<file path="src/rtl/reg_file_dump.sv">
// reg_file_dump
//   Walks a register file's asynchronous read port from FIRST to LAST (with
//   wrap-around at FILE_DEPTH-1) and presents each word on a valid/ready
//   output stream.
//
// Ports
//   CLK        clock, all state changes on the rising edge
//   RST        asynchronous reset, active low
//   START      one-cycle dump request, honoured only while idle
//   ABORT      terminate a dump in progress (no DONE pulse)
//   FIRST/LAST inclusive address range, sampled with START
//   RA         read address to the register file (driven from the pointer)
//   RD         combinational read data for RA
//   OUT_DATA   captured register value
//   OUT_ADDR   address of OUT_DATA
//   OUT_VALID  OUT_DATA/OUT_ADDR valid
//   OUT_READY  consumer accepts the presented word
//   BUSY       high whenever a dump is in progress
//   DONE       one-cycle pulse after the last word has been accepted
module reg_file_dump #(
    parameter int FILE_WIDTH         = 32,
    parameter int FILE_DEPTH         = 32,
    parameter int FILE_ADDRESS_WIDTH = 5
) (
    input  logic                          CLK,
    input  logic                          RST,
    input  logic                          START,
    input  logic                          ABORT,
    input  logic [FILE_ADDRESS_WIDTH-1:0] FIRST,
    input  logic [FILE_ADDRESS_WIDTH-1:0] LAST,
    output logic [FILE_ADDRESS_WIDTH-1:0] RA,
    input  logic [FILE_WIDTH-1:0]         RD,
    output logic [FILE_WIDTH-1:0]         OUT_DATA,
    output logic [FILE_ADDRESS_WIDTH-1:0] OUT_ADDR,
    output logic                          OUT_VALID,
    input  logic                          OUT_READY,
    output logic                          BUSY,
    output logic                          DONE
);

    typedef enum logic [1:0] {
        S_IDLE    = 2'd0,
        S_FETCH   = 2'd1,
        S_PRESENT = 2'd2,
        S_FINISH  = 2'd3
    } state_t;

    localparam logic [FILE_ADDRESS_WIDTH-1:0] PTR_MAX = FILE_ADDRESS_WIDTH'(FILE_DEPTH - 1);

    state_t                          state_q, state_d;
    logic [FILE_ADDRESS_WIDTH-1:0]   ptr_q, ptr_d;
    logic [FILE_ADDRESS_WIDTH-1:0]   end_q, end_d;
    logic [FILE_WIDTH-1:0]           data_q, data_d;
    logic [FILE_ADDRESS_WIDTH-1:0]   addr_q, addr_d;
    logic                            valid_q, valid_d;
    logic                            busy_q, busy_d;
    logic                            done_q, done_d;
    logic [FILE_ADDRESS_WIDTH-1:0]   ptr_next;

    // Wrap explicitly so non-power-of-two depths also return to 0.
    assign ptr_next = (ptr_q == PTR_MAX) ? '0 : ptr_q + 1'b1;

    always_comb begin
        state_d = state_q;
        ptr_d   = ptr_q;
        end_d   = end_q;
        data_d  = data_q;
        addr_d  = addr_q;
        valid_d = valid_q;
        case (state_q)
            S_IDLE: begin
                if (START) begin
                    ptr_d   = FIRST;
                    end_d   = LAST;
                    state_d = S_FETCH;
                end
            end
            S_FETCH: begin
                if (ABORT) begin
                    valid_d = 1'b0;
                    state_d = S_IDLE;
                end else begin
                    data_d  = RD;
                    addr_d  = ptr_q;
                    valid_d = 1'b1;
                    state_d = S_PRESENT;
                end
            end
            S_PRESENT: begin
                // ABORT wins over a simultaneous handshake.
                if (ABORT) begin
                    valid_d = 1'b0;
                    state_d = S_IDLE;
                end else if (OUT_READY) begin
                    valid_d = 1'b0;
                    if (ptr_q == end_q) begin
                        state_d = S_FINISH;
                    end else begin
                        ptr_d   = ptr_next;
                        state_d = S_FETCH;
                    end
                end
            end
            S_FINISH: begin
                state_d = S_IDLE;
            end
            default: begin
                state_d = S_IDLE;
            end
        endcase
        // BUSY/DONE are registered copies of the upcoming state.
        busy_d = (state_d != S_IDLE);
        done_d = (state_d == S_FINISH);
    end

    always_ff @(posedge CLK or negedge RST) begin
        if (!RST) begin
            state_q <= S_IDLE;
            ptr_q   <= '0;
            end_q   <= '0;
            data_q  <= '0;
            addr_q  <= '0;
            valid_q <= 1'b0;
            busy_q  <= 1'b0;
            done_q  <= 1'b0;
        end else begin
            state_q <= state_d;
            ptr_q   <= ptr_d;
            end_q   <= end_d;
            data_q  <= data_d;
            addr_q  <= addr_d;
            valid_q <= valid_d;
            busy_q  <= busy_d;
            done_q  <= done_d;
        end
    end

    assign RA        = ptr_q;
    assign OUT_DATA  = data_q;
    assign OUT_ADDR  = addr_q;
    assign OUT_VALID = valid_q;
    assign BUSY      = busy_q;
    assign DONE      = done_q;

endmodule

</file>
<file path="config.mk">
export PLATFORM = sky130hd
export DESIGN_NAME = reg_file_dump
export DESIGN_NICKNAME = d
export VERILOG_FILES = /design/src/rtl/reg_file_dump.sv
export SDC_FILE = /design/constraint.sdc
export NUM_CORES = 1
export LEC_CHECK = 0
export ABC_AREA = 1
export CORE_UTILIZATION = 38
export DETAILED_ROUTE_END_ITERATION = 6
export GPL_ROUTABILITY_DRIVEN = 0
export PLACE_DENSITY = 0.73
export SETUP_SLACK_MARGIN = 0.5
export SLEW_MARGIN = 40
export SYNTH_ARGS = -nofsm -noshare
export SYNTH_HDL_FRONTEND = slang
export SYNTH_SLANG_ARGS = --single-unit
</file>
<file path="constraint.sdc">
create_clock -name CLK -period 1.5 [get_ports CLK]
set_input_delay 0.45 -clock CLK [delete_from_list [all_inputs] [get_ports CLK]]
set_output_delay 0.45 -clock CLK [all_outputs]
set_load 0.02 [all_outputs]
</file>
After elaboration in Yosys (flattened, before gate mapping)
Cells that the tools add are included.

Add/subtract/negate cells: 1. Multiply operators: 0. Div/mod/pow operators: 0. $lt $le $gt $ge: 0. Equal/unequal tests: 11. Shift-type cells: 0. Mux-type cells: 16. Bitwise logic cells: 1. Reductions and logical operators: 8.

Operator list (number): $mux W5 (5); $mux W2 (5); $pmux W5 S2 (1); $ne A2 B2 Y1 const B (4); $pmux W2 S4 (1); $eq A2 B2 Y1 const B (3); $reduce_and A2 Y1 (3); $reduce_bool A2 Y1 (3); $add A5 B1 Y5 const B (1); $eq A5 B5 Y1 (1); $eq A5 B5 Y1 const B (1); $reduce_and A5 Y1 (1); $mux W1 (3); $ne A3 B3 Y1 const B (1); $eq A2 B1 Y1 const B (1); $logic_not A2 Y1 (1); $pmux W1 S2 (1); $not A1 Y1 (1).

Register bits after elaboration: 52. Latch bits: 0. RAM bits: 0. ROM bits: 0. Input port bits: 47. Output and inout port bits: 45. Word-level logic and storage cells: 45. Memories: 0.

Longest topological paths before layout
Depth after elaboration: 6. Gate-level depth with buffers: 10. Depth with buffers taken out: 10.

Worst setup path after synthesis
OpenSTA, ideal clock, no wires.

Path type: reg2reg. Start: register ptr_q[0] (netlist: RA[0]). End: register ptr_q[3] (netlist: RA[3]). Library setup time: 0.065 ns. Data arrival time: 1.516 ns. Required time: 1.435 ns. Setup slack: -0.081 ns. Cell stages (with the launch flop): 9. Path buffers: 0. Period minus slack after synthesis: 1.581 ns. Cell sequence: dfrtp_1 ha_1 nand2_1 nor2_1 ha_1 or2_1 o21ai_0 nand3_1 nand2_1.

Cells in the longest elaborated chain, start to end: 6. Elaborated cells on any way between the ends: 10. Classes of those cells: add/sub: 1; eq/ne: 3; mux: 5; reduce/logical: 1.

Ends and longest elaborated chain: start, declared (RTL line 51) `logic [FILE_ADDRESS_WIDTH-1:0] ptr_q, ptr_d;`; start signal, assigned (RTL line 128) `ptr_q <= ptr_d;`; $add A5 B1 Y5 / $eq A5 B5 Y1 (equally long branches) (RTL line 61) `assign ptr_next = (ptr_q == PTR_MAX) ? '0 : ptr_q + 1'b1;`; $mux W5 (RTL line 61); $mux W5 (RTL line 96) `if (ptr_q == end_q) begin`; $mux W5 (RTL line 94) `end else if (OUT_READY) begin`; $mux W5 (RTL line 91) `if (ABORT) begin`; $pmux W5 S2 (RTL line 70) `case (state_q)`.

Several ways; a longest one is shown, not always the timed one. The select of a mux whose other input is x is not followed. A chain may end at the register's enable or synchronous reset.

Worst setup path after layout
Start: register ptr_q[1] (netlist: RA[1]). End: register ptr_q[3] (netlist: RA[3]).

Same word-level chain as after synthesis.

==> metrics.md <==
| Metric | Value |
|---|---|
| Power Density | 1670 mW/mm2 |
| Routed wire length per instance | 14.9 um |
| Syn. warnings | 0 |
| Fmax | 680 MHz |
| TritonCTS clock tree | done |
| Die height | 78.4 um |
| TritonCTS Sinks | 52 |
| Layout Skew | 10.0 ps |
| Via count | 2,302 |
| 1st-pass router iterations | 4 |
| Fin Setup TNS | 0 ps |
| Core area | 0.00557 mm2 |
| # rows | 27 |
| Worst min path class | primary input to asynchronous set/reset pin |
| Final worst-path cycle share | 0.981 |
| Die Area | 0.00614 mm2 |
| HPWL after detailed placement | 3810 um |
| RSZ-0062 raised after global routing | yes |
| Max Slew Vio Count | 0 |
| Worst-margin pin slew | 317 ps |
| Clk_lat worst skew | 300 ps |
| Req. time, crit path | 1740 ps |
| Syn Std Cell Area | 0.00222 mm2 |
| Clock Tree Root | clkbuf_8 |
| DRT Wirelength | 7220 um |
| Final setup vio count | 0 |
| Remaining global-route overflow | 0 |
| Crit path max-delay family | simple AND/OR/NAND/NOR gates |
| Crit path largest cell delay | 440 ps |
| Port Buffer Count | 91 |
| Worst Setup End Kind | flip-flop |
| Most frequent cells in the layout | nand2_1 (59), nand2_2 (57), buf_6 (48) |
| Crit path DAT | 1710 ps |
| Placed cells | 425 |
| Synthesis-to-layout area growth | 105% |
| CP cell instances | ha_4 -> nand2_2 -> nor2_2 -> ha_2 -> or2_4 -> o21ai_1 -> nand3_1 -> nand2_1 |
| Sequential fraction of the synthesis area | 0.587 |
| Yosys reg bits | 52 |
| Leakage | 2.30 nW |
| Clock slew at reported path FFs | 90 ps |
| Fin nets | 462 |
| Die width | 78.4 um |
| Setup crit start kind | flip-flop |
| Max VDD drop | 0.000841 V |
| Diode count | 0 |
| Number of global-route vias before repair | 2,124 |
| Hold slack | 126 ps |
| Tot GR Track Use | 0.217 |
| CTS max path bufs | 2 |
| CTS H-tree lvls | 2 |
| CP Max Fanout | 3 |
| CP max-delay cell | dfrtp_2 |
| Max Cap Violations | 0 |
| Slew HR | 0.787 |
| Worst Setup Path Type | flip-flop to flip-flop |
| Largest net degree at the start of global routing | 53 |
| Iteration-0 DRC Markers | 78 |
| Status | finished, final reports clean |
| First-pass GRT wire length | 10,300 um |
| Antenna violations before repair | 0 |
| Share of cells above drive strength 1 | 0.570 |
| Io pins | 92 |
| Detailed-route DRC error count | 0 |
| Count of unique library cells instantiated by Yosys | 22 |
| Most common cell after layout, fill and taps aside | nand2_1 |
| Post-Syn Instances | 258 |
| Initial core utilization | 0.398 |
| Num CTS Buffers | 5 |
| Antenna viol nets, final | 0 |
| CP Buf/Inv Count | 0 |
| Final hold vios | 0 |
| Min Tclk post-route | 1470 ps |
| Vias per inst | 4.74 |
| Average cell area after synthesis | 8.59 um2 |
| Non-filler cells, final | 486 |
| Syn_nets | 307 |
## timing repair
action / in CTS / in global routing
gates resized for setup: 343 / 73
endpoints found under the hold margin: 0 / 0
endpoints found under the setup margin: 97 / 97
hold buffers: 0 / 0
buffers inserted: 20 / 25
cloned: 7 / 1
pin swaps: 18 / 30
## power by group
part | internal, mW | leakage, nW | switching (mW)
Sequential | 1.93 | 0.637 | 0.456
Clock | 0.496 | 0.0552 | 0.436
Combinational | 2.24 | 1.61 | 2.02
Total | 4.66 | 2.30 | 2.91
## flip-flops by register name, summed over array words and instances (netlist names)
signal     count
OUT_DATA      32
end_q          5
DONE           1
RA             5
OUT_VALID      1
BUSY           1
state_q        2
OUT_ADDR       5
## cells in the mapped netlist
cell	instances	area (um2)
o21ai_0	5	25.0
nand3_1	9	45.0
or2_1	2	12.5
nor2_2	2	12.5
inv_2	4	15.0
a21oi_1	4	20.0
xor2_1	1	8.76
xnor2_1	2	17.5
ha_1	2	25.0
nor2_4	1	11.3
nor2_1	7	26.3
a21oi_2	1	8.76
buf_2	8	40.0
nand2_1	139	522
nand4_2	1	12.5
o21ai_1	4	20.0
mux2_2	1	11.3
nand2_8	1	20.0
dfrtp_1	52	1300
inv_1	9	33.8
clkinv_2	1	5.00
nand2_4	2	22.5
## layer usage
layer,part of all wire,global-route usage
met4,0.0096,0.0556
met5,0,0
met1,0.39,0.268
met3,0.048,0.0395
met2,0.55,0.390
## layout make-up
| class | instances | area (um2) |
|---|---|---|
| Clock buffer | 6 | 72.6 |
| Clock inverter | 2 | 35.0 |
| Fill cell | 347 | 1040 |
| Inverter | 14 | 71.3 |
| Multi-Input combinational cell | 184 | 1250 |
| Sequential cell | 52 | 1310 |
| Tap cell | 72 | 90.1 |
| Timing Repair Buffer | 156 | 1700 |
## final timing paths
path                                    from      endpoint  slack [ps]  cells after the start
worst max-delay path                   RA[1]         RA[3]          30                      8
worst min-delay path                     RST      end_q[1]         130                      2
worst max register to register         RA[1]         RA[3]          30                      8
worst min register to register  OUT_DATA[20]  OUT_DATA[20]         520                      2
max in group asynchronous                RST  OUT_DATA[24]        1130                      2
min in group CLK                OUT_DATA[20]  OUT_DATA[20]         520                      2
## cells by family after synthesis
kind of cell	count (synthesis)	share of synthesized area
XOR/XNOR	3	0.0119
flip-flops	52	0.587
adder cells (fa/ha/maj)	2	0.0113
AND/OR/NAND/NOR	164	0.309
AO/OA/AOI/OAI	14	0.0333
buffers and inverters	22	0.0423
multiplexers	1	0.00508
## through the flow
stage	cell area (um2)	util	power, mW	setup WS, ps
6_report	4530	0.813	7.57	28.4
5_1_grt	4530	0.813	7.95	-35.1
4_1_cts	4070	0.730	6.87	9.27
3_5_place_dp	3360	0.602	5.14	-240
3_3_place_gp	3360	0.602	5.06	-181
2_1_floorplan	2290	-	3.68	66.2
## worst register-to-register path, cell delays in order, from the launching register on
cell and delay, ps:
dfrtp_2 440, ha_4 170, nand2_2 60, nor2_2 40, ha_2 150, or2_4 250, o21ai_1 130, nand3_1 90
nand2_1 80
Power figures use the tool's default switching activity.
